--- config.mk ---
export PLATFORM = sky130hd
export DESIGN_NAME = lsp_cb_stream
export DESIGN_NICKNAME = d
export VERILOG_FILES = /design/src/rtl/lsp_cb_stream.sv
export SDC_FILE = /design/constraint.sdc
export NUM_CORES = 1
export LEC_CHECK = 0
export CORE_ASPECT_RATIO = 0.5
export CORE_MARGIN = 2
export CORE_UTILIZATION = 25
export DETAILED_ROUTE_END_ITERATION = 7
export PLACE_DENSITY = 0.53
export SYNTH_ARGS = -nofsm -noshare
export SYNTH_HDL_FRONTEND = slang
export SYNTH_SLANG_ARGS = --single-unit
--- constraint.sdc ---
create_clock -name clk -period 4.2 [get_ports clk]
set_input_delay 1.26 -clock clk [delete_from_list [all_inputs] [get_ports clk]]
set_output_delay 1.26 -clock clk [all_outputs]
set_load 0.05 [all_outputs]
--- src/rtl/lsp_cb_stream.sv ---
// LSP scalar codebook ROM and valid/ready streamer for the Codec2 2400 quantiser.
// Define LSP_CB_NEAREST_EN to add the nearest-entry search (best_idx/best_err).
module lsp_cb_stream #(
  parameter int                  N         = 32,
  parameter int                  NUM_CB    = 10,
  parameter int                  MAX_LOG2  = 4,
  parameter logic [4*NUM_CB-1:0] CB_BITS   = 40'h2334444444,
  parameter string               INIT_FILE = "lsp_cb.mem"
) (
  input  logic                clk,
  input  logic                rst,
  input  logic                start,
  input  logic [3:0]          cb_sel,
  input  logic [N-1:0]        target,
  output logic                out_valid,
  input  logic                out_ready,
  output logic [N-1:0]        out_data,
  output logic [MAX_LOG2-1:0] out_idx,
  output logic                out_last,
  output logic                busy,
  output logic                done,
  output logic                sel_err,
  output logic [MAX_LOG2-1:0] best_idx,
  output logic [N:0]          best_err
);

  localparam int ROM_DEPTH = NUM_CB << MAX_LOG2;
  localparam int AW        = $clog2(ROM_DEPTH);
  localparam int IW        = MAX_LOG2;

  typedef enum logic [1:0] {S_IDLE, S_FETCH, S_STREAM, S_DONE} state_t;

  // The codebook image is compiled in (Hz values, Q.16); INIT_FILE names the matching image.
  logic unused_cfg;
  assign unused_cfg = (INIT_FILE == "");

  function automatic logic signed [N-1:0] rom_word(input logic [AW-1:0] addr);
    int cb;
    int i;
    int hz;
    cb = int'(addr) >> MAX_LOG2;
    i  = int'(addr) & ((1 << MAX_LOG2) - 1);
    case (cb)
      0:       hz = 225  + 25  * i;
      1:       hz = 325  + 25  * i;
      2:       hz = 500  + 50  * i;
      3:       hz = 700  + 50  * i;
      4:       hz = 950  + 50  * i;
      5:       hz = 1100 + 50  * i;
      6:       hz = 1500 + 100 * i;
      7:       hz = 2300 + 100 * i;
      8:       hz = 2500 + 100 * i;
      9:       hz = 2900 + 200 * i;
      default: hz = 0;
    endcase
    return N'(hz <<< 16);
  endfunction

  function automatic logic [IW-1:0] cb_last(input logic [3:0] cb);
    int f;
    f = int'(CB_BITS[4*int'(cb) +: 4]);
    return IW'((1 << f) - 1);
  endfunction

  state_t              state;
  logic [3:0]          cb_q;
  logic [IW-1:0]       last_q;
  logic [IW-1:0]       idx_q;
  logic [IW-1:0]       rd_idx;
  logic [AW-1:0]       rd_addr;
  logic signed [N-1:0] rom_p1;
  logic                vld_p1;
  logic                last_p1;
  logic                sel_ok;
  logic                start_ok;
  logic                beat;
  logic                rom_en;

  assign sel_ok   = int'(cb_sel) < NUM_CB;
  assign start_ok = (state == S_IDLE) && start && sel_ok;
  assign beat     = (state == S_STREAM) && vld_p1 && out_ready;
  assign rom_en   = (state == S_FETCH) || beat;

  // Prefetch: the read address moves to idx+1 in the same cycle a beat is accepted.
  always_comb begin
    rd_idx = idx_q;
    if (beat && !last_p1) rd_idx = idx_q + 1'b1;
    rd_addr = AW'((int'(cb_q) << MAX_LOG2) + int'(rd_idx));
  end

  always_ff @(posedge clk or posedge rst) begin
    if (rst) begin
      state   <= S_IDLE;
      cb_q    <= '0;
      last_q  <= '0;
      idx_q   <= '0;
      rom_p1  <= '0;
      vld_p1  <= 1'b0;
      last_p1 <= 1'b0;
      busy    <= 1'b0;
      done    <= 1'b0;
      sel_err <= 1'b0;
    end else begin
      done    <= 1'b0;
      sel_err <= 1'b0;
      if (rom_en) rom_p1 <= rom_word(rd_addr);
      case (state)
        S_IDLE: begin
          if (start_ok) begin
            cb_q   <= cb_sel;
            last_q <= cb_last(cb_sel);
            idx_q  <= '0;
            busy   <= 1'b1;
            state  <= S_FETCH;
          end else if (start) begin
            sel_err <= 1'b1;
          end
        end
        S_FETCH: begin
          vld_p1  <= 1'b1;
          last_p1 <= (idx_q == last_q);
          state   <= S_STREAM;
        end
        S_STREAM: begin
          if (beat) begin
            if (last_p1) begin
              vld_p1  <= 1'b0;
              last_p1 <= 1'b0;
              busy    <= 1'b0;
              done    <= 1'b1;
              state   <= S_DONE;
            end else begin
              idx_q   <= idx_q + 1'b1;
              last_p1 <= ((idx_q + 1'b1) == last_q);
            end
          end
        end
        default: state <= S_IDLE;
      endcase
    end
  end

  assign out_valid = vld_p1;
  assign out_data  = rom_p1;
  assign out_idx   = idx_q;
  assign out_last  = last_p1;

`ifdef LSP_CB_NEAREST_EN
  function automatic logic [N:0] abs_diff(input logic signed [N-1:0] a,
                                          input logic signed [N-1:0] b);
    logic signed [N:0] d;
    d = $signed({a[N-1], a}) - $signed({b[N-1], b});
    return d[N] ? -d : d;
  endfunction

  logic signed [N-1:0] target_q;
  logic [IW-1:0]       best_idx_q;
  logic [N:0]          best_err_q;
  logic [N:0]          dist;

  assign dist = abs_diff(rom_p1, target_q);

  // Strict less-than keeps the lower index on ties.
  always_ff @(posedge clk or posedge rst) begin
    if (rst) begin
      target_q   <= '0;
      best_idx_q <= '0;
      best_err_q <= '0;
    end else begin
      if (start_ok) target_q <= target;
      if (beat && ((idx_q == '0) || (dist < best_err_q))) begin
        best_idx_q <= idx_q;
        best_err_q <= dist;
      end
    end
  end

  assign best_idx = best_idx_q;
  assign best_err = best_err_q;
`else
  logic unused_target;
  assign unused_target = ^target;
  assign best_idx      = '0;
  assign best_err      = '0;
`endif

endmodule

==> impl_metrics.json <==
{
  "first_pass_iters": 5,
  "grt_pass1_wl_um": 22800,
  "wl_per_cell_um": 16.6,
  "drc_errors": 0,
  "clk_pin_slew_ps": 60,
  "initial_utilization_pct": 25.8,
  "place_inst": 860,
  "finalWirelength_um": 14500,
  "r2r_cells": 22,
  "nets": 713,
  "max_stage_delay_ps": 480,
  "gp_congestion": 0.886,
  "post-route-period-util_pct": 103,
  "io_buffers": 29,
  "cts_tree": "yes",
  "r2r_setup_slack_ps": 210,
  "leakagePower_nw": 2.42,
  "stdcell_count": 874,
  "viasPerCell": 5.00,
  "num_rows": 33,
  "path_max_fanout": 3,
  "ys_seq_area_share_pct": 18.7,
  "cp_cell_sequence": "buf_6 -> buf_6 -> nand4b_4 -> buf_12 -> mux2i_4 -> buf_6 -> ha_4 -> inv_2 -> ha_4 -> a21o_1 -> nand2_2 -> xor2_4 -> inv_2 -> buf_4 -> buf_6 -> ha_4 -> or4_4 -> o21ai_2 -> a21oi_2 -> o311a_1 -> o21ai_1",
  "final_cell_mix": "89 x buf_4, 57 x conb_1, 41 x nand2_1",
  "antenna_found_initial": 0,
  "setup_viol": 2,
  "total_power_mw": 4.85,
  "clk_path_buf_depth": 2,
  "grt_pass1_vias": 4162,
  "first_iter_violations": 442,
  "yosys_warnings": 0,
  "die_w_um": 189,
  "grt_max_degree": 33,
  "worst_slew_pin_slew_ps": 1360,
  "finalMaxSlewViolations": 0,
  "die_y_um": 96.6,
  "critPathKind": "in2reg",
  "areaGrowthSynthToFinish_pct": 35.5,
  "rsz0062_at_grt": "yes",
  "p_per_area_mw_per_mm2": 834,
  "violations": "setup timing",
  "hpwlAfterDp_um": 11300,
  "synth.distinct_cells": 81,
  "clk_latency_ps": 290,
  "reg2reg_to": "out_data[25]",
  "worstPathRequired_ps": 4420,
  "antenna_left": 0,
  "crit_path_end_kind": "register",
  "design.die.area_mm2": 0.0183,
  "hold_path_depth": 2,
  "postLayoutCoreUtil_pct": 35.0,
  "core_region_area_mm2": 0.0166,
  "holdPathEnd": "out_data[16]",
  "layout_commonest_cell": "buf_4",
  "status": "finished with violations",
  "reg2reg_from": "state[0]",
  "num_vias": 4367,
  "root_buffer": "clkbuf_16",
  "crit_top_cell": "buf_6",
  "ir_worst_vdd_v": 0.000296,
  "drv_cap": 0,
  "fin_crit_ps": 4310,
  "syn_area_per_cell_um2": 7.83,
  "io_pins": 118,
  "numCtsBuffers": 5,
  "cts_htree_levels": 2,
  "clock-sinks": 32,
  "grt_usage_pct": 15.8,
  "antenna_cells": 0,
  "max-slew-margin-rel_pct": 8.36,
  "hp-start": "out_data[16]",
  "worstPathArrival_ps": 4530,
  "ys_ff_latch": 32,
  "overflow": 0,
  "layout_setup_ws_ps": -111,
  "syn-instance-count": 548,
  "synth-edff-count": 0,
  "async_reset_ff_share_pct": 100,
  "final_layout_size_suffix_gt1_share_pct": 27.8,
  "synth_area_mm2": 0.00429,
  "dominantRegCellSynth": "dfrtp_1",
  "hold_path.class": "reg2reg",
  "slowest_stage": "or4_4",
  "clock-skew-final_ps": 7.80,
  "fmax_mhz": 232,
  "start_kind": "primary input",
  "final_hold_viol_count": 0
}
-- critical path: cells and delay by family --
family	cells	cell delay, ps
buf+inv	8	870
simple gates	3	700
compound gates	5	650
fa+ha+maj	3	620
xor+xnor	1	220
mux	1	200
-- registers in the layout, indices dropped and copies added, names as in the netlist --
name       cells
out_data      13
cb_q           4
last_q         4
out_idx        4
state          2
busy           1
done           1
out_last       1
out_valid      1
sel_err        1
-- cell families after synthesis --
group / count (synthesis) / synth area share (%)
compound gates: 167 / 27.6
xor+xnor: 40 / 8.52
fa+ha+maj: 28 / 8.49
buf+inv: 110 / 14.9
flops: 32 / 18.7
mux: 11 / 2.68
other cells: 2 / 0.175
simple gates: 158 / 18.9
-- power breakdown --
part           leakage (nW)  internal (mW)  total (mW)  switching, mW
logic                  1.96           1.66        3.96           2.30
clock network        0.0660          0.221       0.382          0.161
registers             0.402          0.423       0.509         0.0853
-- per-stage QoR --
stage | hold WS (ps) | setup TNS, ps | setup WS [ps] | instance area [um^2]
2_1_floorplan | 454 | -1180 | -340 | 4800
3_3_place_gp | 462 | -6400 | -944 | 5450
3_5_place_dp | 464 | -6930 | -991 | 5450
4_1_cts | 478 | -101 | -56.5 | 5730
5_1_grt | 521 | -816 | -239 | 5810
6_report | 480 | -168 | -111 | 5810
-- cell type report --
type / count / area, um^2
fill: 1718 / 10800
tap: 227 / 284
inverter: 22 / 87.6
clock buffer: 5 / 125
sequential: 32 / 802
clock inverter: 3 / 23.8
multi-input combinational: 461 / 3450
timing repair buffer: 124 / 1040
-- what timing repair did --
action                                  4_1_cts  5_1_grt
endpoints found under the hold margin         0        0
pin swaps                                    18        7
endpoints found under the setup margin        8        7
gates resized for setup                      23       16
hold buffers                                  0        0
gates cloned                                  0        0
setup buffers                                 6        1
-- Yosys cell counts, types with 4 or more instances --
| library cell | instances | area (um^2) |
|---|---|---|
| mux2i_1 | 7 | 70.1 |
| or3_1 | 4 | 25.0 |
| nand2b_1 | 8 | 50.1 |
| dfrtp_1 | 32 | 801 |
| xor2_1 | 15 | 131 |
| or2_2 | 4 | 25.0 |
| nor2b_1 | 8 | 50.1 |
| o21ai_0 | 31 | 155 |
| buf_4 | 58 | 435 |
| a22oi_1 | 8 | 60.1 |
| mux2_2 | 4 | 45.0 |
| and3_1 | 5 | 31.3 |
| o211ai_1 | 4 | 30.0 |
| clkbuf_1 | 23 | 86.3 |
| a21o_1 | 6 | 45.0 |
| a31oi_1 | 6 | 37.5 |
| nor2_1 | 31 | 116 |
| nor3_1 | 20 | 100 |
| nand4_1 | 5 | 31.3 |
| o31ai_1 | 5 | 37.5 |
| a211oi_1 | 5 | 37.5 |
| inv_1 | 18 | 67.6 |
| o21ai_1 | 4 | 20.0 |
| a22o_1 | 6 | 52.6 |
| nand3_1 | 13 | 65.1 |
| o22ai_1 | 6 | 37.5 |
| buf_1 | 4 | 15.0 |
| nand2_1 | 42 | 158 |
| inv_2 | 4 | 15.0 |
| ha_1 | 25 | 313 |
| xnor2_1 | 23 | 201 |
| nor4_1 | 4 | 25.0 |
| a21oi_1 | 38 | 190 |
| o221ai_1 | 7 | 61.3 |
-- per-layer routing --
| layer | global-route usage [%] | vias to the layer above | routed length, um |
|---|---|---|---|
| li1 | - | 2099 | - |
| met3 | 2.10 | 18 | 878 |
| met1 | 22.8 | 2072 | 6890 |
| met5 | 0 | - | 0 |
| met4 | 3.28 | 0 | 231 |
| met2 | 24.9 | 178 | 6470 |
-- how the worst max path moves through the flow --
stage	end	slack [ps]	start
2_1_floorplan	out_data[24]	-340	out_ready
3_3_place_gp	out_data[24]	-940	out_ready
3_5_place_dp	out_data[24]	-990	out_ready
4_1_cts	out_data[24]	-60	out_ready
5_1_grt	out_data[24]	-240	out_ready
6_report	out_data[25]	-110	out_ready
Power figures use the tool's default switching activity.
